[src/rtl/lutnet_pkg.sv]
// Shared constants and FSM state type for the time-multiplexed LUT neuron scheduler.
package lutnet_pkg;

    localparam int FANIN   = 6;
    localparam int TABLE_W = 64;

    typedef enum logic [1:0] {
        ST_IDLE,
        ST_EVAL,
        ST_DONE
    } state_t;

endpackage

[src/rtl/lut6_eval.sv]
// Combinational 6-input LUT: selects one truth-table bit by a 6-bit address.
module lut6_eval
    import lutnet_pkg::*;
(
    input  logic [TABLE_W-1:0] lut_bits,
    input  logic [FANIN-1:0]   addr,
    output logic               y
);

    always_comb y = lut_bits[addr];

endmodule

[src/rtl/lut_neuron_sched.sv]
// Evaluates NUM_NEURONS 6-input LUT neurons one per cycle on a shared evaluator,
// with a flop-based configuration store writable only while idle.
module lut_neuron_sched
    import lutnet_pkg::*;
#(
    parameter int NUM_IN      = 16,
    parameter int NUM_NEURONS = 8,
    parameter int IDX_W       = $clog2(NUM_IN)
) (
    input  logic                           clk,
    input  logic                           rst_n,
    input  logic                           in_valid,
    output logic                           in_ready,
    input  logic [NUM_IN-1:0]              in_data,
    output logic                           out_valid,
    input  logic                           out_ready,
    output logic [NUM_NEURONS-1:0]         out_data,
    input  logic                           cfg_we,
    input  logic [$clog2(NUM_NEURONS)-1:0] cfg_neuron,
    input  logic [TABLE_W-1:0]             cfg_table,
    input  logic [FANIN*IDX_W-1:0]         cfg_idx,
    output logic                           cfg_err,
    output logic                           busy
);

    localparam int NW = $clog2(NUM_NEURONS);
    localparam int IW = FANIN * IDX_W;
    localparam logic [NW-1:0] LAST = NW'(NUM_NEURONS - 1);

    state_t                 state;
    logic [NW-1:0]          n;
    logic                   last;
    logic [NUM_IN-1:0]      in_reg;
    logic [NUM_NEURONS-1:0] acc;
    logic [NUM_NEURONS-1:0] res;
    logic [TABLE_W-1:0]     tbl_q [NUM_NEURONS];
    logic [IW-1:0]          idx_q [NUM_NEURONS];
    logic [FANIN-1:0]       addr;
    logic [IDX_W-1:0]       fidx;
    logic                   lut_y;
    logic                   cfg_ok;

    always_comb begin
        addr = '0;
        fidx = '0;
        for (int unsigned k = 0; k < FANIN; k++) begin
            fidx    = idx_q[n][k*IDX_W +: IDX_W];
            addr[k] = (int'(fidx) < NUM_IN) ? in_reg[fidx] : 1'b0;
        end
    end

    lut6_eval u_eval (
        .lut_bits (tbl_q[n]),
        .addr     (addr),
        .y        (lut_y)
    );

    always_comb cfg_ok   = (state == ST_IDLE) && (int'(cfg_neuron) < NUM_NEURONS);
    always_comb out_data = res;

    always_ff @(posedge clk or negedge rst_n) begin
        if (!rst_n) begin
            cfg_err <= 1'b0;
            for (int unsigned i = 0; i < NUM_NEURONS; i++) begin
                tbl_q[i] <= '0;
                idx_q[i] <= '0;
            end
        end else begin
            cfg_err <= cfg_we && !cfg_ok;
            if (cfg_we && cfg_ok) begin
                tbl_q[cfg_neuron] <= cfg_table;
                idx_q[cfg_neuron] <= cfg_idx;
            end
        end
    end

    // Results accumulate in acc and are published to res on a final cycle, so
    // out_data never exposes a partially evaluated vector.
    always_ff @(posedge clk or negedge rst_n) begin
        if (!rst_n) begin
            state     <= ST_IDLE;
            n         <= '0;
            last      <= 1'b0;
            in_reg    <= '0;
            acc       <= '0;
            res       <= '0;
            in_ready  <= 1'b1;
            out_valid <= 1'b0;
            busy      <= 1'b0;
        end else begin
            case (state)
                ST_IDLE: begin
                    if (in_valid) begin
                        in_reg   <= in_data;
                        n        <= '0;
                        last     <= 1'b0;
                        state    <= ST_EVAL;
                        in_ready <= 1'b0;
                        busy     <= 1'b1;
                    end
                end
                ST_EVAL: begin
                    if (last) begin
                        res       <= acc;
                        state     <= ST_DONE;
                        out_valid <= 1'b1;
                    end else begin
                        acc[n] <= lut_y;
                        if (n == LAST) last <= 1'b1;
                        else           n    <= n + 1'b1;
                    end
                end
                ST_DONE: begin
                    if (out_ready) begin
                        state     <= ST_IDLE;
                        out_valid <= 1'b0;
                        busy      <= 1'b0;
                        in_ready  <= 1'b1;
                    end
                end
                default: state <= ST_IDLE;
            endcase
        end
    end

endmodule

[config.mk]
export PLATFORM = sky130hd
export DESIGN_NAME = lut_neuron_sched
export DESIGN_NICKNAME = d
export VERILOG_FILES = /design/src/rtl/lutnet_pkg.sv /design/src/rtl/lut6_eval.sv /design/src/rtl/lut_neuron_sched.sv
export SDC_FILE = /design/constraint.sdc
export NUM_CORES = 1
export LEC_CHECK = 0
export CORE_MARGIN = 4
export CORE_UTILIZATION = 40
export CTS_CLUSTER_DIAMETER = 120
export DETAILED_ROUTE_END_ITERATION = 8
export GPL_ROUTABILITY_DRIVEN = 0
export PLACE_DENSITY_LB_ADDON = 0.1
export SLEW_MARGIN = 20
export SYNTH_ARGS = -nofsm -noshare
export SYNTH_HDL_FRONTEND = slang
export SYNTH_HIERARCHICAL = 1
export SYNTH_SLANG_ARGS = --single-unit
[constraint.sdc]
create_clock -name clk -period 3.4 [get_ports clk]
set_input_delay 0.68 -clock clk [delete_from_list [all_inputs] [get_ports clk]]
set_output_delay 0.68 -clock clk [all_outputs]
set_load 0.1 [all_outputs]
Word-level counts from Yosys, hierarchy flattened --
Index checks and enable logic that the tools add are counted.
Storage, ports and cells: flip-flop bits (word level) 746, output and inout bits 12, word-level logic and storage cells 115
Operators by class: $add $sub $neg 1, $lt $le $gt $ge 12, eq/ne operators 8, muxes and demuxes 48, bitwise operators 3, reductions and logical operators 17
Operator list (number):
- $bwmux W512 | 1
- $bmux W64 S3 | 1
- $bwmux W192 | 1
- $demux W64 S3 | 1
- $mux W64 | 3
- $bmux W24 S3 | 1
- $demux W24 S3 | 1
- $mux W24 | 3
- $lt A4 B5 Y1 const B | 6
- $bmux W1 S4 | 6
- $mux W1 | 15
- $ne A2 B2 Y1 const B | 5
- $mux W3 | 3
- $reduce_and A3 Y1 | 3
- $bwmux W8 | 1
- $ge A4 B4 Y1 const B | 2
- $not A3 Y4 | 2
- $pmux W1 S2 | 4
- $reduce_and A2 Y1 | 4
- $lt A6 B7 Y1 const B | 1
- $bmux W1 S6 | 1
- $mux W2 | 3
- $pmux W2 S3 | 1
- $pmux W3 S2 | 1
- 14 further kinds | 19

Logic depth before layout (Yosys ltp) --
depth after elaboration 9, gate-level depth with buffers 17

Modules after synthesis --
Netlist, hierarchy kept.
By module, submodules not included:
- lut_neuron_sched | instances 1, cells an instance 2286, area an instance 33012.9 sq um
- lut6_eval | instances 1, cells an instance 62, area an instance 600.6 sq um

Worst setup path before layout --
Ideal clock, no wire load.
path type register to register, start register n[0], end register acc[0], setup time 0.125 ns, arrival time 3.377 ns, slack -0.101 ns, stages on the path, launching flop included 17, path buffers 3, cells stage by stage dfrtp_1 buf_6 buf_8 mux2i_1 o22ai_1 nor2_4 mux2i_1 mux2i_1 mux2i_1 mux2i_1 buf_6 mux4_2 o2111ai_1 nand3_1 a211oi_2 a211oi_2 mux2_2
Between the ends: longest elaborated chain between the ends 9, elaborated cells on any way between the ends 27
RTL lines:
- start: declaration | RTL line lut_neuron_sched.sv:31 | logic [NW-1:0] n;
- start signal: assignment | RTL line lut_neuron_sched.sv:110 | else n <= n + 1'b1;
- $not A3 Y4 (not written as such) | RTL line lut_neuron_sched.sv:47 | fidx = idx_q[n][k*IDX_W +: IDX_W];
- $bmux W24 S3 | RTL line lut_neuron_sched.sv:47
- $mux W24 (not written as such) (2 in a row) | RTL line lut_neuron_sched.sv:47
- $bmux W1 S4 | RTL line lut_neuron_sched.sv:48 | addr[k] = (int'(fidx) < NUM_IN) ? in_reg[fidx] : 1'b0;
- $mux W1 (not written as such) | RTL line lut_neuron_sched.sv:48
- net addr[0] | RTL line lut_neuron_sched.sv:38 | logic [FANIN-1:0] addr;
- $bmux W1 S6 | RTL line lut6_eval.sv:10 | always_comb y = lut_bits[addr];
- $mux W1 (not written as such) | RTL line lut6_eval.sv:10
- net lut_y | RTL line lut_neuron_sched.sv:40 | logic lut_y;
- $bwmux W8 | RTL line lut_neuron_sched.sv:108 | acc[n] <= lut_y;
- end signal: indexed assignment | RTL line lut_neuron_sched.sv:108
- end: declaration | RTL line lut_neuron_sched.sv:34 | logic [NUM_NEURONS-1:0] acc;
The timed path passes the listed nets, and every way through them passes these cells. The select of a mux whose other input is x is not followed. A chain may end at the register's enable or synchronous reset.

Worst setup path after layout --
start register n[2], end register acc[5]
Same word-level chain as after synthesis.

==> results.yml <==
worst_setup_path:
  cp.required_ns: 3.90
  cp_max_fo: 13
  criticalPathCategory: "register to register"
  cp-start-kind: "register"
  crit_path_end_kind: "register"
  cp_data_arrival_time_ns: 4.37
sta:
  rsz0062_at_grt: "yes"
  period_share_pct: 114
  skew_ns: 0.0196
  maxSlewViolCount: 0
  hold_viol: 0
  setup_slack_ns: -0.465
  fmax_ghz: 0.259
  fin_crit_ns: 3.86
  setup-violations-final: 8
  worstMarginPinSlew_ns: 0.674
  relSlewSlack_pct: 55.1
  finalSetupTns_ns: -3.64
placed_design:
  numPortBuffers: 123
  place_ws_ns: -0.597
  dpl.hpwl_um: 63900
die:
  start_util_pct: 40.3
  die_area_um2: 88700
  rows: 106
  fp.dieW_um: 298
  core_um2: 83400
  ios: 124
  fp.dieH_um: 298
yosys:
  ys_warn_count: 6
  syn_area_per_cell_um2: 14.3
  synth_top_cell_by_area: "dfrtp_1"
  synth_top_cell_area_share_pct: 55.5
  synth-main-ff-cell: "dfrtp_1"
  synthCells: 2348
  syn_area_um2: 33600
  yosysMostFrequentCell: "mux2_2"
  yosys.cell_types.count: 56
  ys_seq_elements: 746
  synth_nets: 2462
  seq_area_frac_synth_pct: 55.5
  synthTopCellsByArea: "dfrtp_1, mux2_2, a22oi_1"
  synth_edf_count: 0
  async_flop_share_pct: 100
  synthTopCellsByCount: "mux2_2, dfrtp_1, a22oi_1"
finish:
  largest_reg_flops: 512
  seq_area_um2: 18700
  fin_nets: 2724
  fillers: 7202
  areaGrowthSynthToFinish_pct: 21.1
  drive_above_1_share_pct: 44.6
  multi_input_area_um2: 14300
clock_network:
  cts_root_buf: "clkbuf_16"
  htree_levels: 3
  numClockSinks: 746
  path_clk_slew_ns: 0.06
  cts_buffers: 85
  cts_tree: "yes"
  cts.path.max_buffers: 3
  insertion_delay_ns: 0.63
global_route:
  grt_overflow: 0
  grt_pass1_vias: 23200
  grt_antenna_before_repair: 5
  grt_max_degree: 111
  grt.total_usage_pct: 22.3
  grt_pass1_wl_um: 152000
job:
  maxCapViolations: 0
pwr:
  power.density_nw_per_um2: 1100
  finalPower_mw: 44.7
  peakVddDrop_mv: 0.688
  p_leak_nw: 18.1
routing:
  drt_iter0_drc: 1101
  route.vias.total: 21500
  drc: 0
  dr.pass1.iters: 5
  ant_nets: 0
  routed_wl_um: 98900
  wire_per_inst_um: 26.3
  viasPerCell: 5.73
status:
  status: "finished with violations"
  violations: "setup timing"
min_path:
  min-delay-path-class: "register to register"
==> stage by stage <==
| step | cells | hold slack, ns | area [µm²] | util [%] |
|---|---|---|---|---|
| 2_1_floorplan | 2348 | 0.384 | 33600 | - |
| 3_3_place_gp | 3596 | 0.459 | 37700 | 45.1 |
| 3_5_place_dp | 3596 | 0.470 | 37700 | 45.1 |
| 4_1_cts | 3752 | 0.477 | 40600 | 48.7 |
| 5_1_grt | 3756 | 0.497 | 40700 | 48.8 |
| 6_report | 3758 | 0.476 | 40700 | 48.8 |
==> worst max-delay path: stages (launching register included) <==
cell	delay, ns
dfrtp_4	0.43
buf_4	0.22
buf_4	0.16
buf_6	0.20
nor2_4	0.09
a222oi_1	0.30
o21ai_0	0.20
buf_4	0.20
mux2i_1	0.13
mux2i_2	0.38
buf_12	0.18
mux4_2	0.30
inv_1	0.08
a221oi_2	0.06
a211oi_2	0.23
a211oi_2	0.13
buf_6	0.16
mux2_2	0.25
==> what timing repair did <==
item,CTS,global route
hold buffers,1,0
endpoints found under the hold margin,29,0
gates resized for setup,20,11
pin swaps,2,5
buffers inserted,4,2
setup endpoints to repair,8,8
==> final timing paths <==
check	from	endpoint	slack, ns	cells after the start
max reg2reg	n[2]	acc[5]	-0.46	17
min in group asynchronous	rst_n	idx_q[115]	0.59	2
min	in_ready	in_ready	0.48	2
min reg2reg	in_ready	in_ready	0.48	2
max in group asynchronous	rst_n	tbl_q[242]	1.75	4
max	n[2]	acc[5]	-0.46	17
==> cell families (layout without fill, tap and decap cells) <==
kind of cell / after synthesis / after routing / share of synthesized area, %
compound gates: 333 / 333 / 7.37
fa+ha+maj: 2 / 2 / 0.0744
buf+inv: 172 / 498 / 2.61
flops: 746 / 746 / 55.5
mux: 924 / 924 / 31.7
other cells: 0 / 4 / 0
simple gates: 171 / 171 / 2.67
==> metal layers <==
layer  vias up  wire, µm  global-route usage [%]
li1       9424         -                       -
met4         0      2570                    6.18
met2       402     49700                    38.5
met1     11600     43400                    29.7
met3       150      3310                    2.97
met5         -         0                       0
==> placed cells by master (no fill, tap or decap), types with 4 or more instances in the layout <==
cell / synthesis / layout
a22o_1: 6 / 6
nand3_1: 11 / 11
dfrtp_1: 745 / 742
clkdlybuf4s50_1: 0 / 110
mux4_2: 27 / 30
nand2b_1: 7 / 7
a21oi_1: 14 / 14
nor2_1: 33 / 30
buf_8: 2 / 5
buf_4: 7 / 162
nand2_4: 0 / 6
buf_12: 0 / 53
nand4_1: 47 / 47
o221ai_1: 5 / 5
clkbuf_1: 47 / 18
mux2_1: 8 / 8
o21ai_0: 21 / 20
nor2_4: 4 / 12
nor2b_1: 8 / 8
mux4_1: 7 / 4
clkinv_2: 0 / 14
nand2_1: 39 / 32
clkbuf_8: 1 / 21
diode_2: 0 / 4
mux2i_2: 2 / 8
a22oi_1: 211 / 211
mux2i_1: 130 / 122
inv_1: 9 / 9
bufinv_16: 0 / 6
o22ai_1: 27 / 22
clkbuf_16: 0 / 88
a211oi_1: 12 / 12
buf_6: 11 / 5
o22ai_2: 0 / 5
mux2_2: 749 / 749
a221oi_1: 17 / 17
==> final cells by class <==
type | instances | area share (%)
flip-flops and latches | 746 | 45.9
diodes | 4 | 0.0246
clock inverters | 24 | 0.744
multi-input cells | 1430 | 35.0
inverters | 11 | 0.101
repair buffers | 336 | 8.64
clock buffers | 127 | 6.28
well taps | 1080 | 3.32
==> power breakdown <==
part	switching (mW)	internal, mW
combinational	9.93	10.4
clock	3.67	5.65
sequential	2.12	13.0
total	15.7	29.0
Note: power is estimated with default switching activity, not from simulation.
